**src/rtl/mac_pkg.sv**
```systemverilog
// mac_pkg: shared types and default widths for the MAC datapath and its
// operand sequencer.
//   seq_state_t        - sequencer FSM states
//   A_WIDTH / B_WIDTH  - default signed operand widths
//   OUT_WIDTH          - default MAC accumulator width
//   MAC_RESULT_LATENCY - cycles from the eof beat to a final MAC result
package mac_pkg;

  typedef enum logic [1:0] {
    IDLE  = 2'd0,
    RUN   = 2'd1,
    DRAIN = 2'd2
  } seq_state_t;

  localparam int A_WIDTH            = 8;
  localparam int B_WIDTH            = 8;
  // Full product width plus headroom for summing 16 products.
  localparam int OUT_WIDTH          = A_WIDTH + B_WIDTH + 4;
  localparam int MAC_RESULT_LATENCY = 4;

endpackage

```
**src/rtl/mac_operand_buf.sv**
```systemverilog
// mac_operand_buf: DEPTH x WIDTH register array holding one frame of
// operand pairs. One synchronous write port, one combinational read port,
// no reset (contents survive a sequencer reset).
//   clk      in   clock
//   wr_en    in   write strobe
//   wr_addr  in   write address; addresses >= DEPTH are dropped
//   wr_data  in   packed {a, b} pair to store
//   rd_addr  in   read address
//   rd_data  out  packed {a, b} pair at rd_addr (combinational)
module mac_operand_buf #(
  parameter int WIDTH  = 16,
  parameter int DEPTH  = 16,
  parameter int ADDR_W = $clog2(DEPTH)
) (
  input  logic              clk,
  input  logic              wr_en,
  input  logic [ADDR_W-1:0] wr_addr,
  input  logic [WIDTH-1:0]  wr_data,
  input  logic [ADDR_W-1:0] rd_addr,
  output logic [WIDTH-1:0]  rd_data
);

  logic [WIDTH-1:0] mem [DEPTH];

  always_ff @(posedge clk) begin
    if (wr_en && (32'(wr_addr) < DEPTH)) begin
      mem[wr_addr] <= wr_data;
    end
  end

  assign rd_data = mem[rd_addr];

endmodule

```
**src/rtl/mac_operand_sequencer.sv**
```systemverilog
// mac_operand_sequencer: streams one buffered frame of signed operand pairs
// into the pipelined MAC, marks the last pair with eof, waits out the MAC
// latency and pulses done when the accumulated result is final.
//   clk, reset          clock, synchronous active-high reset
//   wr_en/wr_addr/wr_a/wr_b  host write port into the operand buffer
//   start, frame_len    begin a frame of frame_len pairs
//   hold                downstream stall; freezes the whole sequencer
//   a, b, valid_in, eof operand stream to the MAC (registered)
//   enable              MAC clock enable (~hold)
//   busy                frame in progress (RUN or DRAIN)
//   done                one-cycle pulse: MAC result is final
//   err                 one-cycle pulse: start rejected (bad frame_len)
module mac_operand_sequencer #(
  parameter int A_WIDTH        = mac_pkg::A_WIDTH,
  parameter int B_WIDTH        = mac_pkg::B_WIDTH,
  parameter int DEPTH          = 16,
  parameter int RESULT_LATENCY = mac_pkg::MAC_RESULT_LATENCY,
  parameter int LEN_W          = $clog2(DEPTH + 1),
  parameter int ADDR_W         = $clog2(DEPTH)
) (
  input  logic               clk,
  input  logic               reset,
  input  logic               wr_en,
  input  logic [ADDR_W-1:0]  wr_addr,
  input  logic [A_WIDTH-1:0] wr_a,
  input  logic [B_WIDTH-1:0] wr_b,
  input  logic               start,
  input  logic [LEN_W-1:0]   frame_len,
  input  logic               hold,
  output logic [A_WIDTH-1:0] a,
  output logic [B_WIDTH-1:0] b,
  output logic               valid_in,
  output logic               eof,
  output logic               enable,
  output logic               busy,
  output logic               done,
  output logic               err
);

  import mac_pkg::*;

  localparam int PAIR_W = A_WIDTH + B_WIDTH;
  // The drain counter only ever holds RESULT_LATENCY-1 .. 0.
  localparam int CNT_W  = (RESULT_LATENCY > 1) ? $clog2(RESULT_LATENCY) : 1;
  localparam logic [LEN_W-1:0] DEPTH_L    = LEN_W'(DEPTH);
  localparam logic [CNT_W-1:0] DRAIN_LOAD = CNT_W'(RESULT_LATENCY - 1);

  seq_state_t       state_reg;
  logic [LEN_W-1:0] idx_reg;
  logic [LEN_W-1:0] len_reg;
  logic [CNT_W-1:0] cnt_reg;

  logic              wr_ok;
  logic              len_ok;
  logic [ADDR_W-1:0] rd_addr;
  logic [PAIR_W-1:0] rd_data;
  logic [PAIR_W-1:0] pair;
  logic [LEN_W-1:0]  idx_next;

  // The buffer is locked outside IDLE and frozen together with the FSM.
  assign wr_ok = wr_en && !reset && !hold && (state_reg == IDLE);

  mac_operand_buf #(
    .WIDTH  (PAIR_W),
    .DEPTH  (DEPTH),
    .ADDR_W (ADDR_W)
  ) u_buf (
    .clk     (clk),
    .wr_en   (wr_ok),
    .wr_addr (wr_addr),
    .wr_data ({wr_a, wr_b}),
    .rd_addr (rd_addr),
    .rd_data (rd_data)
  );

  // In IDLE the only read that matters is entry 0 for the first beat.
  assign rd_addr = (state_reg == IDLE) ? '0 : idx_reg[ADDR_W-1:0];

  // A write to entry 0 in the same cycle as start must reach the first
  // beat, so forward the write data past the array.
  assign pair = (wr_ok && (wr_addr == '0)) ? {wr_a, wr_b} : rd_data;

  assign len_ok   = (frame_len != '0) && (frame_len <= DEPTH_L);
  assign idx_next = idx_reg + LEN_W'(1);
  assign enable   = ~hold;

  always_ff @(posedge clk) begin
    if (reset) begin
      state_reg <= IDLE;
      idx_reg   <= '0;
      len_reg   <= '0;
      cnt_reg   <= '0;
      a         <= '0;
      b         <= '0;
      valid_in  <= 1'b0;
      eof       <= 1'b0;
      busy      <= 1'b0;
      done      <= 1'b0;
      err       <= 1'b0;
    end else if (!hold) begin
      case (state_reg)
        IDLE: begin
          a        <= '0;
          b        <= '0;
          valid_in <= 1'b0;
          eof      <= 1'b0;
          done     <= 1'b0;
          err      <= 1'b0;
          if (start) begin
            if (len_ok) begin
              // Beat 1 goes out on this edge; idx counts beats issued.
              state_reg <= RUN;
              len_reg   <= frame_len;
              idx_reg   <= LEN_W'(1);
              a         <= pair[PAIR_W-1:B_WIDTH];
              b         <= pair[B_WIDTH-1:0];
              valid_in  <= 1'b1;
              eof       <= (frame_len == LEN_W'(1));
              busy      <= 1'b1;
            end else begin
              err <= 1'b1;
            end
          end
        end

        RUN: begin
          if (idx_reg == len_reg) begin
            // The eof beat has just been consumed.
            state_reg <= DRAIN;
            a         <= '0;
            b         <= '0;
            valid_in  <= 1'b0;
            eof       <= 1'b0;
            cnt_reg   <= DRAIN_LOAD;
            done      <= (RESULT_LATENCY == 1);
          end else begin
            idx_reg <= idx_next;
            a       <= pair[PAIR_W-1:B_WIDTH];
            b       <= pair[B_WIDTH-1:0];
            eof     <= (idx_next == len_reg);
          end
        end

        DRAIN: begin
          if (cnt_reg == '0) begin
            state_reg <= IDLE;
            busy      <= 1'b0;
            done      <= 1'b0;
          end else begin
            cnt_reg <= cnt_reg - CNT_W'(1);
            done    <= (cnt_reg == CNT_W'(1));
          end
        end

        default: begin
          state_reg <= IDLE;
          busy      <= 1'b0;
        end
      endcase
    end
  end

endmodule

```
**config.mk**
```make
export PLATFORM = sky130hd
export DESIGN_NAME = mac_operand_sequencer
export DESIGN_NICKNAME = d
export VERILOG_FILES = /design/src/rtl/mac_pkg.sv /design/src/rtl/mac_operand_buf.sv /design/src/rtl/mac_operand_sequencer.sv
export SDC_FILE = /design/constraint.sdc
export NUM_CORES = 1
export LEC_CHECK = 0
export BUFFER_PORTS_ARGS = -buffer_cell sky130_fd_sc_hd__buf_2
export CORE_UTILIZATION = 45
export CTS_CLUSTER_DIAMETER = 150
export DETAILED_ROUTE_END_ITERATION = 12
export HOLD_SLACK_MARGIN = 0.03
export PLACE_DENSITY_LB_ADDON = 0.2
export SLEW_MARGIN = 20
export SYNTH_ARGS = -nofsm -noshare
export SYNTH_HDL_FRONTEND = slang
export SYNTH_SLANG_ARGS = --single-unit
```
**constraint.sdc**
```tcl
create_clock -name clk -period 6.6 [get_ports clk]
set_clock_uncertainty 0.2 [all_clocks]
set_input_delay 0.33 -clock clk [delete_from_list [all_inputs] [get_ports clk]]
set_output_delay 0.33 -clock clk [all_outputs]
set_load 0.05 [all_outputs]
```
==> flow_summary.toml <==
[outcome]
outcome = "complete, but fails checks"
violations = "DRC"

[hold_path]
holdPathStages = 3
hold_end = "u_buf.mem[6][14]"
hold_start = "wr_addr[2]"
hold_path.class = "input pin to register"

[floorplanning]
core_mm2 = 0.0263
die_height_um = 166
die_x_um = 166
fp.dieArea_mm2 = 0.0277
start_util = 0.462
ios = 52
num_rows = 59

[worst_setup_path]
r2r_cells = 6
r2r-end = "a[4]"
critPathLaunchType = "register"
crit_path_end_kind = "register"
critPathRequiredTime_ns = 6.81
critical_path_class = "register to register"
rrSetupSlack_ns = 3.21
crit-reg2reg-launch = "idx_reg[0]"
critPathMaxFanout = 61
arrival_ns = 3.60

[sta]
holdWs_ns = 0.272
finalSetupViolations = 0
rsz0062_at_grt = "no"
max_freq_mhz = 295
relSlewSlack = 0.285
worst_slack_ns = 3.21
period_share = 0.513
tightest_slew_ns = 1.07
fin_tns_setup_ns = 0
period_needed_ns = 3.39
slew_viol_final = 0
hold_viol = 0

[layout]
nets = 994
final_layout_size_suffix_gt1_frac = 0.181
num_antenna_cells = 0
largest_reg_flops = 256
largestRegisters = "u_buf.mem (256), a (8), b (8)"
area_growth_pct = 16.7
regMostFlops = "u_buf.mem"

[power_and_ir_drop]
p_sw_uw = 891
power_density_mw_per_mm2 = 294
p_clk_frac = 0.460
p_int_mw = 3.27
combPwrFrac = 0.052
leakagePower_nw = 4.52
vdd_drop_max_v = 0.000252
switching_share = 0.214
seqPwrFrac = 0.487
p_total_mw = 4.16

[global_route]
globalRouteTotalUtil = 0.227
grt_antenna_before_repair = 0
grt_max_degree = 62
grt_pass1_vias = 7770
grt_pass1_wl_um = 47300
grt.overflow.total = 0

[cts]
cts_setup_buffers = 0
ctsLongestPathBuffers = 3
cts_buffers = 31
clkLatencyLatePin_ns = 0.56
root_buffer = "clkbuf_16"
cts_tree = "built"
cts_sinks = 291
htreeDepth = 1
clk_pin_slew_worst_paths_ns = 0.06

[route]
num_vias = 7944
ant_nets = 0
drc = 1
drt-initial-drc-count = 760
route.met3.wl_um = 1970
drt-total-wl_um = 31400
top_layer_used = "met4"
wl_met2_um = 15000
wl_per_cell_um = 23.8
drt-pass1-iter-count = 9
viasPerCell = 6.01
m1WireLength_um = 13300

[placement]
place_ws_ns = 3.24
gp_congestion = 0.821
dp_hpwl_um = 19400
port_buffers = 51

[synth]
synth_edf_count = 256
synth_top_cells_by_area = "edfxtp_1 (63%), dfxtp_1 (5.8%), o22ai_1 (3.3%)"
synth_top_area_cell = "edfxtp_1"
synth_seq_cells = 291
syn_area_per_cell_um2 = 13.7
synth_warnings = 0
synth_top_area_frac = 0.633
ys.flop_type = "edfxtp_1"
syn_inst = 887
syn_nets = 920
synth.distinct_cells = 51
synth_area_mm2 = 0.0122
synth_seq_area_share = 0.690
async_reset_ff_frac = 0

[run]
drv_cap = 0
Yosys cell counts, types with 2 or more instances:
| master | instances |
|---|---|
| buf_2 | 26 |
| nor2_1 | 43 |
| xnor2_1 | 6 |
| o21ai_1 | 2 |
| a21oi_1 | 30 |
| ha_1 | 3 |
| mux2i_1 | 34 |
| buf_1 | 6 |
| nor3_1 | 52 |
| or4_1 | 3 |
| o21ai_0 | 40 |
| or3_1 | 3 |
| clkbuf_1 | 25 |
| nand2b_1 | 37 |
| a221oi_1 | 33 |
| or2_2 | 5 |
| a32oi_1 | 16 |
| o21a_1 | 2 |
| dfxtp_1 | 35 |
| o22ai_1 | 64 |
| nand3b_1 | 3 |
| nor3b_1 | 19 |
| o31ai_1 | 4 |
| edfxtp_1 | 256 |
| nand2_1 | 63 |
| inv_1 | 5 |
| nand3_1 | 11 |
| mux2_2 | 32 |
| xor2_1 | 3 |
| o211ai_1 | 2 |
| a21boi_0 | 4 |
cell type report:
type                       count  area, um2
fill                        2198      12100
sequential                   291       8390
multi-input combinational    530       3500
clock buffer                  35        811
timing repair buffer         101        708
tap                          335        419
clock inverter                23        329
inverter                       6       22.5
logic make-up after synthesis:
group,after synthesis,share of synthesized area
and+or+nand+nor,246,0.104
AOI/OAI and AO/OA,205,0.112
xor gates and xnor gates,9,0.00649
adders and majority gates,3,0.00309
DFF,291,0.690
muxes,67,0.0595
buffers and inverters,66,0.0249
through the flow:
| step | area, um2 | util | instances |
|---|---|---|---|
| 2_1_floorplan | 12200 | - | 887 |
| 3_3_place_gp | 12700 | 0.484 | 1232 |
| 3_5_place_dp | 12700 | 0.484 | 1232 |
| 4_1_cts | 14200 | 0.539 | 1321 |
| 5_1_grt | 14200 | 0.540 | 1321 |
| 6_report | 14200 | 0.540 | 1321 |
critical path, stage by stage (launching register included):
cell     delay, ns
dfxtp_4       0.88
buf_4         0.73
mux2_2        0.42
o22ai_1       0.15
a21oi_1       0.08
o21ai_0       0.56
a32oi_1       0.21
layout by cell type, fill, tap and decap left out, types with 5 or more instances in the layout:
cell type,Yosys,final
edfxtp_1,256,256
o22ai_1,64,64
nand2_1,63,63
nor3_1,52,52
buf_2,26,51
o21ai_0,40,40
nand2b_1,37,37
mux2i_1,34,34
nor2_1,43,33
a221oi_1,33,33
dfxtp_1,35,33
mux2_2,32,32
clkbuf_16,0,31
dlygate4sd3_1,0,31
a21oi_1,30,30
nor3b_1,19,19
buf_4,1,19
a32oi_1,16,16
nand3_1,11,11
nor2_2,0,8
bufinv_16,0,8
xnor2_1,6,6
clkinvlp_4,0,6
or2_2,5,5
inv_1,5,5
clkinv_1,1,5
power by group through the flow:
| stage | logic (mW) | registers (mW) | clock network, mW |
|---|---|---|---|
| 6_report | 0.218 | 2.03 | 1.92 |
| 5_1_grt | 0.234 | 2.03 | 2.00 |
| 4_1_cts | 0.217 | 2.03 | 1.94 |
| 3_5_place_dp | 0.204 | 2.07 | 0 |
| 3_3_place_gp | 0.203 | 2.07 | 0 |
| 2_1_floorplan | 0.118 | 2.07 | 0 |
worst max-delay path by stage:
stage                             from                to
final                       idx_reg[0]              a[4]
after global routing        idx_reg[0]              a[4]
after CTS                   idx_reg[0]              a[4]
after detailed placement    idx_reg[0]              a[4]
after global placement      idx_reg[1]              b[2]
after floorplan           state_reg[0]  u_buf.mem[10][0]
per-layer routing:
metal  GRT usage  vias to the layer above
met4      0.0902                        0
met2       0.369                      276
met5           0                        -
met1       0.303                     3986
li1            -                     3619
met3      0.0400                       63
what timing repair did:
item / in CTS / in global routing
hold endpoints to repair: 260 / 0
hold buffers: 31 / 0
resized for setup: 0 / 0
Power figures use the tool's default switching activity.
